--- src/rtl/i2c_target_rx_if.sv ---
// Bus-side bundle for the write-only I2C target: pin inputs plus the receive/event outputs.
// master = bench or SCL/SDA generator side, slave = the target itself.
interface i2c_target_rx_if;
    logic       scl;
    logic       sda_in;
    logic       sda_oe;
    logic [7:0] rx_data;
    logic       rx_valid;
    logic       rx_first;
    logic       start_det;
    logic       stop_det;
    logic       busy;

    modport master (
        output scl, sda_in,
        input  sda_oe, rx_data, rx_valid, rx_first, start_det, stop_det, busy
    );

    modport slave (
        input  scl, sda_in,
        output sda_oe, rx_data, rx_valid, rx_first, start_det, stop_det, busy
    );
endinterface

--- src/rtl/i2c_target_rx.sv ---
// Write-only I2C target: oversampled SCL/SDA, START/STOP detection, 7-bit address ACK, byte strobe.
// Optional glitch filter on both lines when I2C_GLITCH_FILTER_EN is defined.
//
// state    | meaning
// IDLE     | bus free, waiting for START
// ADDR     | shifting in address byte
// ADDR_ACK | driving ACK for our address
// DATA     | shifting in a data byte
// DATA_ACK | driving ACK for a data byte
// IGNORE   | not addressed (or read request); wait for START/STOP
module i2c_target_rx #(
    parameter logic [6:0] ADDR     = 7'h3C,
    parameter int         FILT_LEN = 3
) (
    input  logic           clk,
    input  logic           rst_n,
    i2c_target_rx_if.slave bus
);

    if (FILT_LEN < 1) begin : g_filt_len_check
        $error("FILT_LEN must be at least 1");
    end

    typedef enum logic [2:0] {
        IDLE, ADDR_S, ADDR_ACK, DATA, DATA_ACK, IGNORE
    } state_t;

    state_t     state;
    logic [1:0] scl_sync, sda_sync;
    logic       scl_s, sda_s;
    logic       scl_d, sda_d;
    logic [3:0] bit_cnt;
    logic [7:0] shift_q;
    logic       first_q;
    logic       pend_q;

    always_ff @(posedge clk or negedge rst_n) begin
        if (!rst_n) begin
            scl_sync <= 2'b11;
            sda_sync <= 2'b11;
        end else begin
            scl_sync <= {scl_sync[0], bus.scl};
            sda_sync <= {sda_sync[0], bus.sda_in};
        end
    end

`ifdef I2C_GLITCH_FILTER_EN
    localparam int CW = $clog2(FILT_LEN + 1);

    logic [CW-1:0] scl_cnt, sda_cnt;
    logic          scl_flt, sda_flt;

    // Output flips only after FILT_LEN consecutive samples disagree with it.
    always_ff @(posedge clk or negedge rst_n) begin
        if (!rst_n) begin
            scl_cnt <= '0;
            sda_cnt <= '0;
            scl_flt <= 1'b1;
            sda_flt <= 1'b1;
        end else begin
            if (scl_sync[1] == scl_flt) begin
                scl_cnt <= '0;
            end else if (scl_cnt == CW'(FILT_LEN - 1)) begin
                scl_flt <= scl_sync[1];
                scl_cnt <= '0;
            end else begin
                scl_cnt <= scl_cnt + CW'(1);
            end

            if (sda_sync[1] == sda_flt) begin
                sda_cnt <= '0;
            end else if (sda_cnt == CW'(FILT_LEN - 1)) begin
                sda_flt <= sda_sync[1];
                sda_cnt <= '0;
            end else begin
                sda_cnt <= sda_cnt + CW'(1);
            end
        end
    end

    assign scl_s = scl_flt;
    assign sda_s = sda_flt;
`else
    assign scl_s = scl_sync[1];
    assign sda_s = sda_sync[1];
`endif

    always_ff @(posedge clk or negedge rst_n) begin
        if (!rst_n) begin
            scl_d <= 1'b1;
            sda_d <= 1'b1;
        end else begin
            scl_d <= scl_s;
            sda_d <= sda_s;
        end
    end

    logic scl_rise, scl_fall, start_ev, stop_ev;
    assign scl_rise = scl_s & ~scl_d;
    assign scl_fall = ~scl_s & scl_d;
    assign start_ev = scl_s & scl_d & sda_d & ~sda_s;
    assign stop_ev  = scl_s & scl_d & ~sda_d & sda_s;

    always_ff @(posedge clk or negedge rst_n) begin
        if (!rst_n) begin
            state         <= IDLE;
            bit_cnt       <= '0;
            shift_q       <= '0;
            first_q       <= 1'b0;
            pend_q        <= 1'b0;
            bus.sda_oe    <= 1'b0;
            bus.rx_data   <= '0;
            bus.rx_valid  <= 1'b0;
            bus.rx_first  <= 1'b0;
            bus.start_det <= 1'b0;
            bus.stop_det  <= 1'b0;
            bus.busy      <= 1'b0;
        end else begin
            bus.rx_valid  <= 1'b0;
            bus.rx_first  <= 1'b0;
            bus.start_det <= 1'b0;
            bus.stop_det  <= 1'b0;

            if (start_ev) begin
                state         <= ADDR_S;
                bit_cnt       <= '0;
                shift_q       <= '0;
                first_q       <= 1'b1;
                pend_q        <= 1'b0;
                bus.sda_oe    <= 1'b0;
                bus.start_det <= 1'b1;
                bus.busy      <= 1'b1;
            end else if (stop_ev) begin
                state        <= IDLE;
                pend_q       <= 1'b0;
                bus.sda_oe   <= 1'b0;
                bus.stop_det <= 1'b1;
                bus.busy     <= 1'b0;
            end else begin
                // Strobe one cycle after the 8th data bit lands in the shifter.
                if (pend_q) begin
                    bus.rx_data  <= shift_q;
                    bus.rx_valid <= 1'b1;
                    bus.rx_first <= first_q;
                    first_q      <= 1'b0;
                    pend_q       <= 1'b0;
                end

                case (state)
                    ADDR_S: begin
                        if (scl_rise && bit_cnt != 4'd8) begin
                            shift_q <= {shift_q[6:0], sda_s};
                            bit_cnt <= bit_cnt + 4'd1;
                        end else if (scl_fall && bit_cnt == 4'd8) begin
                            if (shift_q[7:1] == ADDR && !shift_q[0]) begin
                                bus.sda_oe <= 1'b1;
                                state      <= ADDR_ACK;
                            end else begin
                                state <= IGNORE;
                            end
                        end
                    end
                    DATA: begin
                        if (scl_rise && bit_cnt != 4'd8) begin
                            shift_q <= {shift_q[6:0], sda_s};
                            bit_cnt <= bit_cnt + 4'd1;
                            if (bit_cnt == 4'd7) pend_q <= 1'b1;
                        end else if (scl_fall && bit_cnt == 4'd8) begin
                            bus.sda_oe <= 1'b1;
                            state      <= DATA_ACK;
                        end
                    end
                    ADDR_ACK, DATA_ACK: begin
                        if (scl_fall) begin
                            bus.sda_oe <= 1'b0;
                            bit_cnt    <= '0;
                            state      <= DATA;
                        end
                    end
                    default: ;
                endcase
            end
        end
    end

endmodule

--- src/flat_wrapper.sv ---
// flat-port wrapper written by rule: the top's interface ports become plain ports
module i2c_target_rx_flat 
#(
    parameter logic [6:0] ADDR     = 7'h3C,
    parameter int         FILT_LEN = 3
)
  (clk, rst_n, bus_scl, bus_sda_in, bus_sda_oe, bus_rx_data, bus_rx_valid, bus_rx_first, bus_start_det, bus_stop_det, bus_busy);
  i2c_target_rx_if bus_i ();
  input  logic clk;
  input  logic rst_n;
  input wire logic [$bits(bus_i.scl)-1:0] bus_scl;
  input wire logic [$bits(bus_i.sda_in)-1:0] bus_sda_in;
  output wire logic [$bits(bus_i.sda_oe)-1:0] bus_sda_oe;
  output wire logic [$bits(bus_i.rx_data)-1:0] bus_rx_data;
  output wire logic [$bits(bus_i.rx_valid)-1:0] bus_rx_valid;
  output wire logic [$bits(bus_i.rx_first)-1:0] bus_rx_first;
  output wire logic [$bits(bus_i.start_det)-1:0] bus_start_det;
  output wire logic [$bits(bus_i.stop_det)-1:0] bus_stop_det;
  output wire logic [$bits(bus_i.busy)-1:0] bus_busy;
  assign bus_i.scl = bus_scl;
  assign bus_i.sda_in = bus_sda_in;
  assign bus_sda_oe = bus_i.sda_oe;
  assign bus_rx_data = bus_i.rx_data;
  assign bus_rx_valid = bus_i.rx_valid;
  assign bus_rx_first = bus_i.rx_first;
  assign bus_start_det = bus_i.start_det;
  assign bus_stop_det = bus_i.stop_det;
  assign bus_busy = bus_i.busy;
  i2c_target_rx #(.ADDR(ADDR), .FILT_LEN(FILT_LEN)) u_core (.clk(clk), .rst_n(rst_n), .bus(bus_i));
endmodule
--- config.mk ---
export PLATFORM = sky130hd
export DESIGN_NAME = i2c_target_rx_flat
export DESIGN_NICKNAME = d
export VERILOG_FILES = /design/src/rtl/i2c_target_rx_if.sv /design/src/rtl/i2c_target_rx.sv /design/src/flat_wrapper.sv
export SDC_FILE = /design/constraint.sdc
export NUM_CORES = 1
export LEC_CHECK = 0
export ABC_AREA = 0
export CAP_MARGIN = 20
export CORE_MARGIN = 10
export CORE_UTILIZATION = 40
export CTS_CLUSTER_DIAMETER = 30
export DETAILED_ROUTE_END_ITERATION = 16
export GPL_TIMING_DRIVEN = 0
export SLEW_MARGIN = 20
export SYNTH_ARGS = -nofsm -noshare
export SYNTH_HDL_FRONTEND = slang
export SYNTH_SLANG_ARGS = --single-unit
--- constraint.sdc ---
create_clock -name clk -period 1.9 [get_ports clk]
set_input_delay 0.19 -clock clk [delete_from_list [all_inputs] [get_ports clk]]
set_output_delay 0.19 -clock clk [all_outputs]
set_load 0.05 [all_outputs]
==> metrics.txt, run 1 <==
outcome finished clean; synth top area cells dfrtp_1 47%, dfstp_2 9.5%, mux2_2 6.1%; critical register-to-register path startpoint u_core.bit_cnt[0]; Std-Cell Rows 23; Num CTS Buffers 5; Max Cap Viol 0; Post-synth EDFFs 0; Setup violations, final 0; syn nets 151; first-pass GRT wire length 5444 um; vias per cell 5.148; die footprint about 7100 um^2; grt ovf 0; Slew headroom 0.6338; met3 track demand over resource 0.04058; Hold Violations, Final 0; critical setup path kind reg2reg; Min Hold Slack about 300 ps; RSZ-0062 raised after global routing yes; Min-Delay Path Class in2reg; mapped cell area 1659 um^2; initial antenna violation count 0; Max Slew Vio Count 0; Chip Height 84.40 um; Crit path required time 2080 ps; peak supply drop 0.5041 mV; synthesized flop and latch total 37; Syn Area/Cell 11.44 um^2; Placeable Area between 4000 and 5000 um^2; clock sinks 37; static leakage 0.9217 nW; grt met1 use 0.1033; Hold Startpoint bus_scl; Synth Instances 145; top-area cell type share of the netlist area 0.4676; Clock Latency Late Sink 290 ps; Pre-Repair DR Iteration Count 4; starting DRC count in detailed routing 76; antenna-violating nets left 0; met2 global-route usage 0.1515; post-synth cell types 44; ratio of cells with drive above 1 in the final layout 0.2312; post-synthesis to final-layout area growth 23.68%; number of global-route vias before repair ~1100; Slew @ Worst Pin 549.2 ps; sequential fraction of the synthesis area 0.5626; fin crit period 1823 ps; Finished Layout Cells 223; total wire length 3155 um; wire length per cell 14.15 um; commonest non-fill, non-tap cell in the layout dfrtp_1; CTS tree yes; Max Clock Skew roughly 2.5 ps; largest net degree at the start of global routing 21; diode count 0; vias after detailed routing 1148; GRT busiest layer met2; Worst-path clk slew 70 ps; fmax roughly 0.55 GHz; PwrDens 1190 nW/um^2; chip width 84.40 um; yosys warns 0; placed inst area 1914 um^2; Setup WS post-layout 77.09 ps; Starting Density 0.4148; Final Cycle Share 0.9594; GRT Util Overall 0.09481; most frequent cells in the layout 31 x dfrtp_1, 21 x nand2_1, 16 x clkdlybuf4s50_1, 10 x o21ai_0, 9 x mux2_2; CP Capture Type flop; Critical Path AT about 2000 ps; fin nets 178; Crit Path Max Fanout 5; nature of the critical path startpoint flop; Synth area leader dfrtp_1; I/O pins 18; post-route cell area 2052 um^2; DRC errors left 0; H-tree depth 2; hpwl dp 2347 um; root buffer cell clkbuf_8; pre-CTS setup slack 32.46 ps; CTS max path bufs 2; gpl congestion 0.8527; Async SR Flop Fraction 1.000; Placed Cells 213; worst setup path start u_core.bit_cnt[0]; PortBufs 17; top_reg_cell synth dfrtp_1
## power breakdown
group	switching [W]	total [W]	internal, W
clock	0.000263	0.000690	0.000427
sequential	0.000125	0.00106	0.000932
combinational	0.000378	0.000693	0.000315
## per-layer routing
metal	vias to the layer above	routed length, um
met3	4	180
met5	-	0
met2	25	1578
met4	0	48
met1	567	1346
li1	552	-
## worst paths after layout
kind / endpoint / slack (ps) / cells after the start
setup / recovery: u_core.state[0] / 80 / 7
hold / removal: u_core.scl_sync[0] / 300 / 1
hold reg to reg: u_core.scl_sync[1] / 360 / 0
min in group asynchronous: u_core.bus.rx_data[5] / 370 / 2
setup reg to reg: u_core.state[0] / 80 / 7
max in group asynchronous: u_core.scl_sync[0] / 1000 / 3
## sequential cells by signal, summed over array words and instances, names as in the netlist
| signal | cells |
|---|---|
| u_core.scl_d | 1 |
| u_core.bus.rx_valid | 1 |
| u_core.bus.rx_first | 1 |
| u_core.bus.stop_det | 1 |
| u_core.sda_sync | 2 |
| u_core.sda_d | 1 |
| u_core.scl_sync | 2 |
| u_core.bus.sda_oe | 1 |
| u_core.state | 3 |
| u_core.first_q | 1 |
| u_core.shift_q | 8 |
| u_core.bus.busy | 1 |
| u_core.bus.start_det | 1 |
| u_core.pend_q | 1 |
| u_core.bus.rx_data | 8 |
| u_core.bit_cnt | 4 |
## timing repair
item | CTS | global route
setup buffers | 0 | 1
endpoints found under the hold margin | 17 | 0
endpoints found under the setup margin | 0 | 6
resized for setup | 0 | 4
hold buffers | 1 | 0
## kinds of logic (layout without fill, tap and decap cells)
group | after synthesis | count (layout) | synth area share
AO/OA/AOI/OAI | 26 | 26 | 0.1033
XOR/XNOR | 3 | 3 | 0.02037
adder cells (fa/ha/maj) | 2 | 2 | 0.01508
buffers and inverters | 13 | 41 | 0.03619
flip-flops | 37 | 37 | 0.5626
multiplexers | 10 | 10 | 0.06787
AND/OR/NAND/NOR | 54 | 54 | 0.1946
## final cells by class
cell class,count,area [um^2]
fill,360,1948
sequential,37,933.4
multi-input combinational,95,665.6
timing repair buffer,20,210.2
clock buffer,7,86.33
tap,50,62.56
buffer,7,41.29
clock inverter,1,30.03
inverter,6,22.52
## through the flow
step	power, W	setup TNS [ps]	util
after detailed placement	0.001751	0	0.4786
after CTS	0.002453	0	0.5102
after floorplan	0.001571	0	-
after global routing	0.002613	-31.05	0.5130
after global placement	0.001719	-3857	0.4729
final	0.002441	0	0.5130
## worst max-delay path, cell delays in order, from the launching register on
cell and delay [ps]:
dfrtp_1 390, inv_1 60, ha_1 190, nand3b_1 160, nor3_2 80, nor4_4 300, o21bai_2 200, mux2_1 330
## cells in the mapped netlist, types with 2 or more instances
cell	count
mux2_2	9
o21ai_0	10
clkbuf_1	3
dfstp_2	6
a22o_1	2
nand3_1	2
nor3_1	4
nor3b_1	2
buf_2	3
inv_1	6
ha_1	2
a21oi_1	3
o21ai_1	2
nor2_1	6
nor2b_1	5
nand2_1	21
dfrtp_1	31
xnor2_1	2
Note: power is estimated with default switching activity, not from simulation.
==> inputs of run 2 (changes only) <==
==> constraint.sdc (replaced) <==
create_clock -name clk -period 1.9 [get_ports clk]
set_input_delay 0.19 -clock clk [delete_from_list [all_inputs] [get_ports clk]]
set_output_delay 0.19 -clock clk [all_outputs]
set_load 0.1 [all_outputs]
==> metrics.txt, run 2 (same netlist as run 1, synthesis figures left out) <==
Hold Violations, Final 0 (unchanged); nature of the critical path startpoint flop; CTS max path bufs 2 (unchanged); PwrDens 1218 nW/um^2 (+2.4%); Critical Path AT 2000 ps (about the same); Filler cells 368 (+2.2%); Pre-Repair DR Iteration Count 4 (unchanged); starting DRC count in detailed routing 68 (-11%); root buffer cell clkbuf_8; H-tree depth 2 (unchanged); Final Cycle Share 0.9594 (about the same); static leakage 0.9798 nW (+6.3%); Min Hold Slack 302.0 ps (+0.3010 ps); Placed Cells 213 (unchanged); vias per cell 5.206 (+1.1%); clock sinks 37 (unchanged); fin crit period 1823 ps (-0.002400 ps); Crit path required time 2070 ps (about the same); Max Slew Vio Count 0 (unchanged); vias after detailed routing 1161 (+1.1%); most frequent cells in the layout 31 x dfrtp_1, 21 x nand2_1, 14 x dlygate4sd2_1, 10 x o21ai_0, 9 x mux2_2; buffers plus inverters on the worst setup path 1 (unchanged); critical setup path kind reg2reg; chip width 84.40 um (unchanged); outcome finished clean; switching part of the total 0.3274 (+0.01355); Clock Power Share 0.279 (-0.004); CP top delay family simple AND/OR/NAND/NOR gates; I/O pins 18 (unchanged); Slew headroom 0.3580 (-0.2759); P_int 0.001666 W (-0.52%); diode count 0 (unchanged); largest net degree at the start of global routing 21 (unchanged); DRC errors left 0 (unchanged); GRT Util Overall 0.09461 (-0.0001975); Min-Delay Path Class in2reg; Top Registers u_core.bus.rx_data (8), u_core.shift_q (8), u_core.bit_cnt (4); Max Cap Viol 0 (unchanged); Worst-path clk slew 70 ps (about the same); Crit Path Max Fanout 5 (unchanged); fmax 0.5486 GHz (about the same); initial antenna violation count 0 (unchanged); peak supply drop 0.5037 mV (about the same); Finished Layout Cells 223 (unchanged); CP Capture Type flop; PortBufs 17 (unchanged); hpwl dp 2347 um (unchanged); Chip Height 84.40 um (unchanged); worst path cell trace inv_1, ha_1, nand3b_1, nor3_2, nor4_4, o21bai_2, mux2_1; post-synthesis to final-layout area growth 22.62%; antenna-violating nets left 0 (unchanged); combinational power share 0.295 (+0.011); ratio of cells with drive above 1 in the final layout 0.2312 (unchanged); Starting Density 0.4148 (unchanged); Num CTS Buffers 5 (unchanged); gpl congestion 0.8527 (unchanged); wire length per cell 14.10 um (-0.32%); crit-path max cell delay 390 ps (about the same); Clock Latency Late Sink 290 ps (about the same); sw power 0.0008110 W (+5.9%); commonest non-fill, non-tap cell in the layout dfrtp_1; total wire length 3145 um (-0.32%); slowest CP cell dfrtp_1; Final Power 0.002477 W (+1.5%); die footprint 7123 um^2 (unchanged); Setup violations, final 0 (unchanged); number of global-route vias before repair 1147 (unchanged); RSZ-0062 raised after global routing yes; Placeable Area 4000 um^2 (unchanged); first-pass GRT wire length 5437 um (-0.13%); grt ovf 0 (unchanged); CTS tree yes; Max Clock Skew 2.531 ps (+0.009520 ps); fin nets 178 (unchanged); Slew @ Worst Pin 966.9 ps (+417.7 ps); Std-Cell Rows 23 (unchanged); Sequential Power Share 0.427 (-0.006)
-- run 2: area by class of cell --
class,count,area [um^2],share of cell area
buffer,7,41.29,0.02030
clock buffer,7,86.33,0.04244
clock inverter,1,30.03,0.01476
inverter,6,22.52,0.01107
multi-input combinational,95,665.6,0.3272
sequential,37,933.4,0.4588
tap,50,62.56,0.03075
timing repair buffer,20,192.7,0.09471
-- run 2: worst paths after layout --
check | end | depth (start not counted) | slack, ps | from
worst max-delay path | u_core.state[0] | 7 | 80 | u_core.bit_cnt[0]
worst min-delay path | u_core.scl_sync[0] | 1 | 300 | bus_scl
worst max register to register | u_core.state[0] | 7 | 80 | u_core.bit_cnt[0]
worst min register to register | u_core.scl_sync[1] | 0 | 360 | u_core.scl_sync[0]
max in group asynchronous | u_core.scl_sync[0] | 3 | 1000 | rst_n
min in group asynchronous | u_core.bus.rx_data[5] | 2 | 370 | rst_n
-- run 2: metal layers --
metal	vias up	routed length (um)	track usage
met2	28	1583	0.1515
met4	0	51	0.05389
met1	577	1342	0.1039
li1	552	-	-
met5	-	0	0
met3	4	168	0.03865
-- run 2: what timing repair did --
action                                  4_1_cts  5_1_grt
setup buffers                                 0        1
gates cloned                                  0        0
pin swaps                                     0        3
hold buffers                                  1        0
endpoints found under the setup margin       14        6
hold endpoints to repair                     17        0
resized for setup                            14        4
-- run 2: power groups by stage --
stage | Combinational, W | Sequential (W) | Clock (W)
after floorplan | 0.000491 | 0.00112 | 0
after global placement | 0.000698 | 0.00107 | 0
after detailed placement | 0.000723 | 0.00107 | 0
after CTS | 0.000721 | 0.00106 | 0.000710
after global routing | 0.000820 | 0.00108 | 0.000750
final | 0.000730 | 0.00106 | 0.000690
-- run 2: stage by stage --
| step | util | cell area (um^2) | setup TNS, ps | worst slack [ps] |
|---|---|---|---|---|
| 2_1_floorplan | - | 1659 | 0 | 146.6 |
| 3_3_place_gp | 0.4729 | 1892 | -3857 | -126.1 |
| 3_5_place_dp | 0.4786 | 1914 | 0 | 32.46 |
| 4_1_cts | 0.5058 | 2023 | 0 | 16.92 |
| 5_1_grt | 0.5086 | 2034 | -31.05 | -16.98 |
| 6_report | 0.5086 | 2034 | 0 | 77.10 |
==> inputs of run 3 (changes only) <==
- CORE_UTILIZATION: 40 -> 55
- PLACE_DENSITY: default -> 0.78
==> metrics.txt, run 3 (same netlist as run 1, synthesis figures left out) <==
RSZ-0062 raised after global routing no; grt ovf 0 (unchanged); placed inst area 1883 um^2 (-1.6%); total wire length 3242 um (+3.1%); CTS tree yes; clock sinks 37 (unchanged); hpwl dp 2297 um (-2.2%); Final Power 0.002366 W (-4.5%); diode count 0 (unchanged); fmax 0.5567 GHz (+1.5%); Final Util 0.6957 (+0.1871); number of global-route vias before repair 1166 (+1.7%); Min-Delay Path Class in2async; post-route cell area 1968 um^2 (-3.3%); Setup violations, final 0 (unchanged); post-synthesis to final-layout area growth 18.63%; Hold Violations, Final 0 (unchanged); Max Slew Vio Count 0 (unchanged); initial antenna violation count 0 (unchanged); Worst-path clk slew 100 ps (+30 ps); ratio of cells with drive above 1 in the final layout 0.2326 (+0.001344); Slew headroom 0.3568 (-0.001177); peak supply drop 0.7322 mV (+45%); GRT busiest layer met2; outcome finished clean; static leakage 0.9619 nW (-1.8%); Max Cap Viol 0 (unchanged); DRC errors left 0 (unchanged); Seq. cell area 933.4 um^2 (unchanged); Filler cells 209 (-43%); Clock Latency Late Sink 350 ps (+60 ps); buffers plus inverters on the worst setup path 1 (unchanged); wire length per cell 15.97 um (+13%); crit-path max cell delay 870 ps (+480 ps); root buffer cell clkbuf_4; Max Clock Skew 9.922 ps (+7.391 ps); most frequent cells in the layout 31 x dfrtp_1, 21 x nand2_1, 14 x dlygate4sd2_1, 10 x o21ai_0, 9 x mux2_2; Chip Height 74.92 um (-11%); die footprint 5613 um^2 (-21%); Critical Path AT 1610 ps (-390 ps); CP Capture Type primary output; Pre-Repair DR Iteration Count 4 (unchanged); nature of the critical path startpoint flop; GRT Util Overall 0.1295 (+0.03485); fin nets 177 (-0.56%); multi-input logic area 665.6 um^2 (unchanged); grt met1 use 0.1439 (+0.03999); worst path cell trace dlygate4sd2_1; Std-Cell Rows 19 (-17%); Crit path required time 1710 ps (-360 ps); I/O pins 18 (unchanged); Top Registers u_core.bus.rx_data (8), u_core.shift_q (8), u_core.bit_cnt (4); first-pass GRT wire length 5451 um (+0.26%); CP top delay family buffers and inverters; critical setup path kind reg2out; largest net degree at the start of global routing 36 (+71%); antenna-violating nets left 0 (unchanged); Placeable Area 2829 um^2 (-29%); Slew @ Worst Pin 968.7 ps (+1.772 ps); Starting Density 0.5865 (+0.1717); CTS max path bufs 2 (unchanged); Num CTS Buffers 5 (unchanged); gpl congestion 0.8350 (-2.1%); Crit Path Max Fanout 3 (-2); commonest non-fill, non-tap cell in the layout dfrtp_1; met2 global-route usage 0.2095 (+0.05807); fin crit period 1796 ps (-26.71 ps); starting DRC count in detailed routing 134 (+97%); H-tree depth 2 (unchanged); Final Cycle Share 0.9454 (-0.01406); vias after detailed routing 1175 (+1.2%); vias per cell 5.788 (+11%); PwrDens 1202 nW/um^2 (-1.3%); PortBufs 17 (unchanged); met3 track demand over resource 0.04993 (+0.01129); slowest CP cell dlygate4sd2_1; chip width 74.92 um (-11%)
-- run 3: cell count changes in the layout (fill, tap and decap cells not counted), sizes merged --
cell	before	now
buf	7	6
-- run 3: layout make-up --
type,count,share of cell area
sequential,37,0.4743
multi-input combinational,95,0.3382
timing repair buffer,20,0.09409
clock buffer,7,0.02797
tap,31,0.01971
buffer,6,0.01907
clock inverter,1,0.01526
inverter,6,0.01144
-- run 3: where the power goes --
group,total [W],internal (W),switching [W],leakage [nW]
registers,0.00106,0.000931,0.000130,0.471
clock network,0.000563,0.000314,0.000249,0.0455
logic,0.000742,0.000304,0.000439,0.445
total,0.00237,0.00155,0.000817,0.962
-- run 3: layer usage --
layer	share of wire	routed length, um
met1	0.43	1384
met2	0.50	1618
met3	0.045	147
met4	0.029	93
met5	0	0
-- run 3: final timing paths --
path | startpoint | to | slack, ps | depth (start not counted)
worst max register to register | u_core.state[2] | u_core.state[0] | 120 | 6
worst min register to register | u_core.scl_sync[0] | u_core.scl_sync[1] | 360 | 0
worst min-delay path | rst_n | u_core.bus.rx_data[1] | 180 | 2
max in group asynchronous | rst_n | u_core.scl_sync[0] | 1290 | 3
worst max-delay path | u_core.bus.sda_oe | bus_sda_oe | 100 | 1
min in group clk | bus_scl | u_core.scl_sync[0] | 240 | 1
-- run 3: per-stage QoR --
step / std cells / setup TNS (ps) / worst slack (ps) / hold WS (ps)
detailed placement: 194 / 0 / 25.80 / -1.720
CTS: 203 / 0 / 14.92 / 159.6
floorplan: 145 / 0 / 146.6 / -105.6
global placement: 193 / -2407 / -78.81 / 345.8
global route: 203 / 0 / 8.882 / 153.1
finish: 203 / 0 / 103.8 / 179.2
-- run 3: repair_timing --
item	in CTS	in global routing
endpoints found under the setup margin	14	10
gates resized for setup	14	3
hold buffers	1	0
buffers inserted	0	1
hold endpoints to repair	31	0
pin swaps	0	2
